===== src/rtl/mc_controller.sv =====
// Multi-cycle MIPS-subset control FSM: FETCH/DECODE/EXEC/MEM/WB with a bounded MEM wait.
// Define MC_CTRL_EXT_EN to add addiu (09h) and j (02h) to the decoded set.
module mc_controller #(
    parameter int ALUOP_W     = 4,
    parameter int MEM_TIMEOUT = 15
) (
    input  logic               clk,
    input  logic               rst_n,
    input  logic [5:0]         op,
    input  logic [5:0]         funct,
    input  logic               zero,
    input  logic               mem_ready,
    output logic               pc_we,
    output logic               ir_we,
    output logic               reg_we,
    output logic               mem_re,
    output logic               mem_we,
    output logic [1:0]         wa_sel,
    output logic [1:0]         wd_sel,
    output logic               ext_op,
    output logic               alu_src,
    output logic [ALUOP_W-1:0] alu_op,
    output logic [1:0]         npc_sel,
    output logic [2:0]         state,
    output logic               instr_done,
    output logic               illegal,
    output logic               mem_timeout
);

    typedef enum logic [2:0] {
        FETCH  = 3'd0,
        DECODE = 3'd1,
        EXEC   = 3'd2,
        MEM    = 3'd3,
        WB     = 3'd4
    } state_t;

    typedef enum logic [3:0] {
        K_ADDU, K_SUBU, K_JR, K_SLL, K_ORI, K_LW, K_SW,
        K_BEQ, K_LUI, K_JAL, K_ADDIU, K_J, K_ILL
    } kind_t;

    localparam logic [ALUOP_W-1:0] ALU_ADD = ALUOP_W'(0);
    localparam logic [ALUOP_W-1:0] ALU_SUB = ALUOP_W'(1);
    localparam logic [ALUOP_W-1:0] ALU_OR  = ALUOP_W'(2);
    localparam logic [ALUOP_W-1:0] ALU_LUI = ALUOP_W'(4);
    localparam logic [ALUOP_W-1:0] ALU_SLL = ALUOP_W'(6);
    localparam logic [7:0]         TO_LAST = 8'(MEM_TIMEOUT - 1);

    state_t     cur, nxt;
    kind_t      kind;
    logic       run;
    logic       set_to;
    logic       to_q;
    logic [7:0] wait_cnt;

    assign state       = cur;
    assign mem_timeout = to_q;

    // run rises on the first edge after reset release; it also gates every
    // control output to zero the instant rst_n falls.
    always_ff @(posedge clk or negedge rst_n) begin
        if (!rst_n) run <= 1'b0;
        else        run <= 1'b1;
    end

    always_comb begin
        kind = K_ILL;
        case (op)
            6'h00: begin
                case (funct)
                    6'h21:   kind = K_ADDU;
                    6'h23:   kind = K_SUBU;
                    6'h08:   kind = K_JR;
                    6'h00:   kind = K_SLL;
                    default: kind = K_ILL;
                endcase
            end
            6'h0D: kind = K_ORI;
            6'h23: kind = K_LW;
            6'h2B: kind = K_SW;
            6'h04: kind = K_BEQ;
            6'h0F: kind = K_LUI;
            6'h03: kind = K_JAL;
`ifdef MC_CTRL_EXT_EN
            6'h09: kind = K_ADDIU;
            6'h02: kind = K_J;
`endif
            default: kind = K_ILL;
        endcase
    end

    always_comb begin
        nxt        = cur;
        set_to     = 1'b0;
        pc_we      = 1'b0;
        ir_we      = 1'b0;
        reg_we     = 1'b0;
        mem_re     = 1'b0;
        mem_we     = 1'b0;
        wa_sel     = 2'd0;
        wd_sel     = 2'd0;
        ext_op     = 1'b0;
        alu_src    = 1'b0;
        alu_op     = ALU_ADD;
        npc_sel    = 2'd0;
        instr_done = 1'b0;
        illegal    = 1'b0;
        if (run) begin
            case (cur)
                FETCH: begin
                    ir_we = 1'b1;
                    pc_we = 1'b1;
                    nxt   = DECODE;
                end
                DECODE: begin
                    nxt = FETCH;
                    case (kind)
                        K_JAL, K_J: begin
                            pc_we      = 1'b1;
                            npc_sel    = 2'd1;
                            reg_we     = (kind == K_JAL);
                            wa_sel     = (kind == K_JAL) ? 2'd2 : 2'd0;
                            wd_sel     = (kind == K_JAL) ? 2'd2 : 2'd0;
                            instr_done = 1'b1;
                        end
                        K_JR: begin
                            pc_we      = 1'b1;
                            npc_sel    = 2'd2;
                            instr_done = 1'b1;
                        end
                        K_ILL: begin
                            illegal    = 1'b1;
                            instr_done = 1'b1;
                        end
                        default: nxt = EXEC;
                    endcase
                end
                EXEC: begin
                    alu_src = (kind == K_ORI) || (kind == K_LUI) || (kind == K_LW)
                           || (kind == K_SW)  || (kind == K_ADDIU);
                    ext_op  = (kind == K_LW) || (kind == K_SW) || (kind == K_BEQ)
                           || (kind == K_ADDIU);
                    case (kind)
                        K_SUBU, K_BEQ: alu_op = ALU_SUB;
                        K_ORI:         alu_op = ALU_OR;
                        K_LUI:         alu_op = ALU_LUI;
                        K_SLL:         alu_op = ALU_SLL;
                        default:       alu_op = ALU_ADD;
                    endcase
                    if (kind == K_BEQ) begin
                        pc_we      = zero;
                        npc_sel    = 2'd3;
                        instr_done = 1'b1;
                        nxt        = FETCH;
                    end else if (kind == K_LW || kind == K_SW) begin
                        nxt = MEM;
                    end else begin
                        nxt = WB;
                    end
                end
                MEM: begin
                    mem_re = (kind == K_LW);
                    mem_we = (kind == K_SW);
                    // ready on the final allowed cycle still wins over the abort
                    if (mem_ready) begin
                        instr_done = (kind != K_LW);
                        nxt        = (kind == K_LW) ? WB : FETCH;
                    end else if (wait_cnt == TO_LAST) begin
                        set_to     = 1'b1;
                        instr_done = 1'b1;
                        nxt        = FETCH;
                    end
                end
                WB: begin
                    reg_we     = 1'b1;
                    wa_sel     = (kind == K_ADDU || kind == K_SUBU || kind == K_SLL) ? 2'd1 : 2'd0;
                    wd_sel     = (kind == K_LW) ? 2'd1 : 2'd0;
                    instr_done = 1'b1;
                    nxt        = FETCH;
                end
                default: nxt = FETCH;
            endcase
        end
    end

    always_ff @(posedge clk or negedge rst_n) begin
        if (!rst_n) begin
            cur      <= FETCH;
            wait_cnt <= 8'd0;
            to_q     <= 1'b0;
        end else begin
            cur <= nxt;
            if (set_to) to_q <= 1'b1;
            if (run && cur == MEM && !mem_ready && wait_cnt != TO_LAST)
                wait_cnt <= wait_cnt + 8'd1;
            else
                wait_cnt <= 8'd0;
        end
    end

endmodule


===== config.mk =====
export PLATFORM = sky130hd
export DESIGN_NAME = mc_controller
export DESIGN_NICKNAME = d
export VERILOG_FILES = /design/src/rtl/mc_controller.sv
export SDC_FILE = /design/constraint.sdc
export NUM_CORES = 1
export LEC_CHECK = 0
export CORE_ASPECT_RATIO = 0.9
export CORE_UTILIZATION = 46
export DETAILED_ROUTE_END_ITERATION = 10
export PLACE_DENSITY = 0.8
export SYNTH_ARGS = -nofsm -noshare
export SYNTH_HDL_FRONTEND = slang
export SYNTH_SLANG_ARGS = --single-unit

===== constraint.sdc =====
create_clock -name clk -period 5.23 [get_ports clk]
set_input_delay 1.569 -clock clk [delete_from_list [all_inputs] [get_ports clk]]
set_output_delay 1.569 -clock clk [all_outputs]
set_load 0.01 [all_outputs]

# Word-level counts from Yosys, hierarchy flattened
# Cells that the tools add are included.
dict set report classes {
  add_sub_neg 1
  n_eq_ne 29
  muxes 54
  reduce_logical 22
}
# op count
set op_table {}
lappend op_table {{$mux 1} 28}
lappend op_table {{$pmux 4 s7} 1}
lappend op_table {{$eq 6x6->1 const B} 4}
lappend op_table {{$pmux 3 s4} 2}
lappend op_table {{$mux 3} 7}
lappend op_table {{$eq 4x4->1 const B} 5}
lappend op_table {{$eq 6x4->1 const B} 3}
lappend op_table {{$eq 4x3->1 const B} 4}
lappend op_table {{$pmux 2 s2} 4}
lappend op_table {{$pmux 4 s4} 1}
lappend op_table {{$mux 2} 7}
lappend op_table {{$logic_not 6->1} 2}
lappend op_table {{$logic_or 1x1->1} 9}
lappend op_table {{$add 8x1->8 const B} 1}
lappend op_table {{$eq 4x2->1 const B} 2}
lappend op_table {{$eq 8x4->1 const B} 1}
lappend op_table {{$mux 8} 1}
lappend op_table {{$ne 8x4->1 const B} 1}
lappend op_table {{$eq 3x2->1 const B} 2}
lappend op_table {{$eq 6x2->1 const B} 1}
lappend op_table {{$eq 6x3->1 const B} 1}
lappend op_table {{$eq 4x1->1 const B} 1}
lappend op_table {{$logic_not 4->1} 1}
lappend op_table {{$ne 4x3->1 const B} 1}
lappend op_table {{other kinds (13)} 16}
dict set report word_totals {
  ff_bits 13
  input_bits 16
  output_inout_bits 23
  elab_cells 110
}

# Logic depth before layout (Yosys ltp)
dict set report logic_depth {
  ltp_word 10
  depth_mapped 8
  ltp_nobuf 6
}

# Least setup slack after synthesis
# No wires, ideal clock.
dict set report synth_timing {
  path_kind {input-to-output}
  start {input port op[0]}
  end {output port wd_sel[1]}
  arrival_ns 3.541
  required_ns 3.661
  path_slack_ns 0.120
  cell_stages 7
  n_path_buf 2
  path_cell_list {buf_2 or4b_1 a211oi_2 a31o_2 nand3_1 nor4_1 buf_4}
}
dict set report synth_via {
  elab_chain_len 7
  word_cells_on_any_way 15
  cone_classes {8 x eq/ne; 5 x mux; 2 x reduce/logical}
}
# element line
set synth_rtl {}
lappend synth_rtl {{from (decl)} 9} ;# input logic [5:0] op,
lappend synth_rtl {{$eq 6x2->1 (tied with other cells)} 69} ;# case (op)
lappend synth_rtl {{$pmux 4 s7 (*)} 69}
lappend synth_rtl {{$eq 4x4->1 (on tied branches)} {118, 124}}
lappend synth_rtl {{$mux 2 / $reduce_or 2->1 (equally long branches)} n/a}
lappend synth_rtl {{$mux 2 (*)} 118} ;# case (kind)
lappend synth_rtl {{$pmux 2 s2 (*)} 110} ;# case (cur)
lappend synth_rtl {{$mux 2 (*)} 109} ;# if (run) begin
lappend synth_rtl {{to (decl)} 19} ;# output logic [1:0] wd_sel,
# Every way passes the cells marked *; elsewhere a longest branch is shown, timed or not.

# Worst setup path in the final report
dict set report layout_timing {
  start {input port op[0]}
  end {output port npc_sel[0]}
}
dict set report layout_via {
  elab_chain_len 7
  word_cells_on_any_way 17
  cone_classes {10 x eq/ne; 5 x mux; 2 x reduce/logical}
}
# element line
set layout_rtl {}
lappend layout_rtl {{$eq 6x2->1 (tied with other cells)} 69}
lappend layout_rtl {{$pmux 4 s7 (*)} 69}
lappend layout_rtl {{$eq 4x4->1} 118}
lappend layout_rtl {{$reduce_or 2->1} n/a}
lappend layout_rtl {{$pmux 2 s2} 118}
lappend layout_rtl {{$pmux 2 s2 (*)} 110}
lappend layout_rtl {{$mux 2 (*)} 109}
lappend layout_rtl {{to (decl)} 23} ;# output logic [1:0] npc_sel,
# Marked as above.

==> impl_results.md <==
- Register area: about 330 sq um
- Max-slew violations: 0
- EDFF count, synth: 0
- Via count: ~1400
- Clock skew: ~0.0037 ns
- Drt via density: about 6
- Cell Count, Final, Fillers Out: approximately 240
- Final WS setup: 0.0664 ns
- Die area: ~0.0028 sq mm
- Fin util: between 70% and 80%
- Worst reg2reg setup slack: 3.57 ns
- Nets: approximately 230
- Synth top area cells: dfrtp_1 (27%), nor2_1 (8.2%), nand3_1 (3.8%)
- Top Ports: 39
- Dpl cells: approximately 230
- Synth Warn #: 0
- Unrepaired setup endpoints after global routing: no
- Die H: about 50 um
- Die Span X: ~55 um
- Syn_nets: 176
- CTS root buf: clkbuf_4
- Period utilisation layout: 98.7%
- FMAX: approximately 0.19 GHz
- Crit end category: output port
- GRT Resource Usage Total: between 20% and 30%
- Setup TNS Final: 0 ns
- Ys flop type: dfrtp_1
- Hold_buf cts: 0
- Max-cap viol count: 0
- Core area: around 0.0024 sq mm
- Final setup violation count: 0
- Cell count after synthesis: between 150 and 200
- Power, Total: around 260 uW
- CTS tree: built
- Postcts setup bufs: 0
- CP required: about 3.7 ns
- Drt initial violations: 62
- Clock-pin transition on the worst setup and hold timing paths: approximately 0.070 ns
- First-pass GRT wire length: about 6 mm
- Crit path max fanout: 8
- Antenna cell count: 0
- Initial antenna violation count: 0
- DRC errors left: 0
- Status: completed
- Post-synth cell types: slightly below 50
- Worst skew pair latency: 0.28 ns
- Pre-CTS setup slack: -0.507 ns
- Synthesis-to-finish area growth: 45.9%
- Synthesized area per cell: about 7.5 sq um
- Synth Register Bits: 13
- Number of detailed-route iterations in the first pass: 4
- Post-layout min period: ~5.2 ns
- Routability cong.: approximately 0.91
- CTS buffer count: 3
- WL final: about 3.6 mm
- Share of layout cells above drive strength 1: 21.2%
- Yosys top cell by area: dfrtp_1
- Crit path DAT: between 3 and 4 ns
- # fillers: 210
- H-tree levels: 1
- Cell area power density: roughly 150 mW/mm^2
- Slew Limit Headroom: about three fifths
- Register area share after synthesis: approximately 27%
- FP Rows: 17
- Footprint of the multi-input gates: slightly above 800 sq um
- Final Hold Vio Count: 0
- Antenna-violating nets left: 0
- FFs w/ async S/R, synth: 100%
- Kind of critical path: input pin to output port
- # clock sinks: 13
- Startpoint types: input pin
- Longest Clk Path Bufs: 2
- Pleak: 0.000780 uW
- Grt ovf: 0
- Syn Std Cell Area: about 0.0012 sq mm
- Largest net degree at the start of global routing: 15
- HPWL after detailed placement: 2.73 mm
- Initial Util: 48.4%
- Worst hold path type: register to register
- IO Port Bufs: 37
- Worst-margin pin slew: around 0.58 ns
- Vias in the first global route: about 1300
- IR drop worst, VDD: about 0.00016 V
- Wire length per cell: 15.1 um
- Area share of the largest cell type after synthesis: a little over a quarter
-- through the flow --
stage	cell area, sq um	hold WS [ns]
after global routing	1730	0.554
after floorplan	1180	0.475
final	1730	0.521
after CTS	1720	0.523
after global placement	1690	0.442
after detailed placement	1690	0.509
-- state kept, by name, indices dropped and copies added (netlist names) --
| signal | flops |
|---|---|
| wait_cnt | 8 |
| state | 3 |
| mem_timeout | 1 |
| run | 1 |
-- worst max-delay path, cell delays in order --
cell and delay [ns]:
clkdlybuf4s50_1 0.43, buf_4 0.18, nor3_1 0.27, and3_2 0.31
buf_4 0.13, a31oi_1 0.07, nor2_1 0.10, clkdlybuf4s50_1 0.53
-- final cells by class --
class | instances | area share [%]
timing repair buffer | 57 | 28.8
clock buffer | 4 | 1.52
inverter | 5 | 1.09
multi-input combinational | 129 | 47.8
sequential | 13 | 18.8
tap | 28 | 2.03
-- timing repair --
item                                    in CTS  in global routing
pin swaps                                    5                  8
resized for setup                           27                 19
gates cloned                                 0                  0
endpoints found under the setup margin      11                 15
-- kinds of logic (layout without fill, tap and decap cells) --
| group | Yosys count | in the layout | share of synthesized area (%) |
|---|---|---|---|
| other cells | 2 | 2 | 0.634 |
| buf+inv | 16 | 66 | 6.02 |
| simple gates | 86 | 86 | 39.3 |
| compound gates | 32 | 32 | 19.2 |
| xor+xnor | 7 | 7 | 5.18 |
| fa+ha+maj | 2 | 2 | 2.11 |
| flops | 13 | 13 | 27.5 |
-- cells in the mapped netlist, types with 2 or more instances --
cell      instances
xnor2_1           2
and3_1            2
nor2b_1           2
nor2_1           26
o22a_1            2
a21oi_1           7
xor2_1            5
clkbuf_1          5
nand4b_1          2
dfrtp_1          13
nand2b_1          5
or4b_1            2
nand2_1          11
nand3b_1          2
nand4_1           3
nor3_1            8
nand3_1           9
a21o_1            2
buf_2             3
buf_4             2
nor4_1            2
inv_1             5
a21boi_0          3
o21ai_0           3
conb_1            2
o31ai_1           2
ha_1              2
nor3b_1           2
and2_1            3
a31oi_1           2
-- worst paths after layout --
path | depth (start not counted) | from | end
worst max register to register | 4 | state[0]$_DFFE_PN0P_ | state[1]$_DFFE_PN0P_
worst min-delay path | 1 | wait_cnt[0]$_DFF_PN0_ | wait_cnt[0]$_DFF_PN0_
min in group asynchronous | 1 | rst_n | wait_cnt[1]$_DFF_PN0_
max in group asynchronous | 1 | rst_n | state[0]$_DFFE_PN0P_
worst min register to register | 1 | wait_cnt[0]$_DFF_PN0_ | wait_cnt[0]$_DFF_PN0_
worst max-delay path | 8 | op[0] | npc_sel[0]
-- cell usage in the layout, fill, tap and decap left out, drive strengths merged, types with 3 or more instances in the layout --
| master | instances |
|---|---|
| a21boi | 3 |
| nor3 | 9 |
| nand2b | 5 |
| dlymetal6s2s | 6 |
| inv | 5 |
| nand4 | 3 |
| nor2 | 26 |
| a21oi | 7 |
| dfrtp | 13 |
| o21ai | 4 |
| clkbuf | 7 |
| buf | 24 |
| clkdlybuf4s50 | 21 |
| and2 | 3 |
| dlygate4sd2 | 3 |
| nand2 | 11 |
| xor2 | 5 |
| nand3 | 10 |
-- where the power goes --
group | switching, uW | internal (uW)
combinational | 47.5 | 42.8
sequential | 8.21 | 104
clock | 31.1 | 29.6
total | 86.8 | 176
-- routing by layer --
| metal | part of all wire [%] | track usage, % | up-vias |
|---|---|---|---|
| met5 | 0 | 0 | - |
| met4 | 3.0 | 12.1 | 0 |
| met3 | 7.2 | 4.46 | 13 |
| met2 | 48 | 45.2 | 78 |
| met1 | 41 | 35.1 | 664 |
| li1 | - | - | 663 |
(Power assumes the default switching activity.)
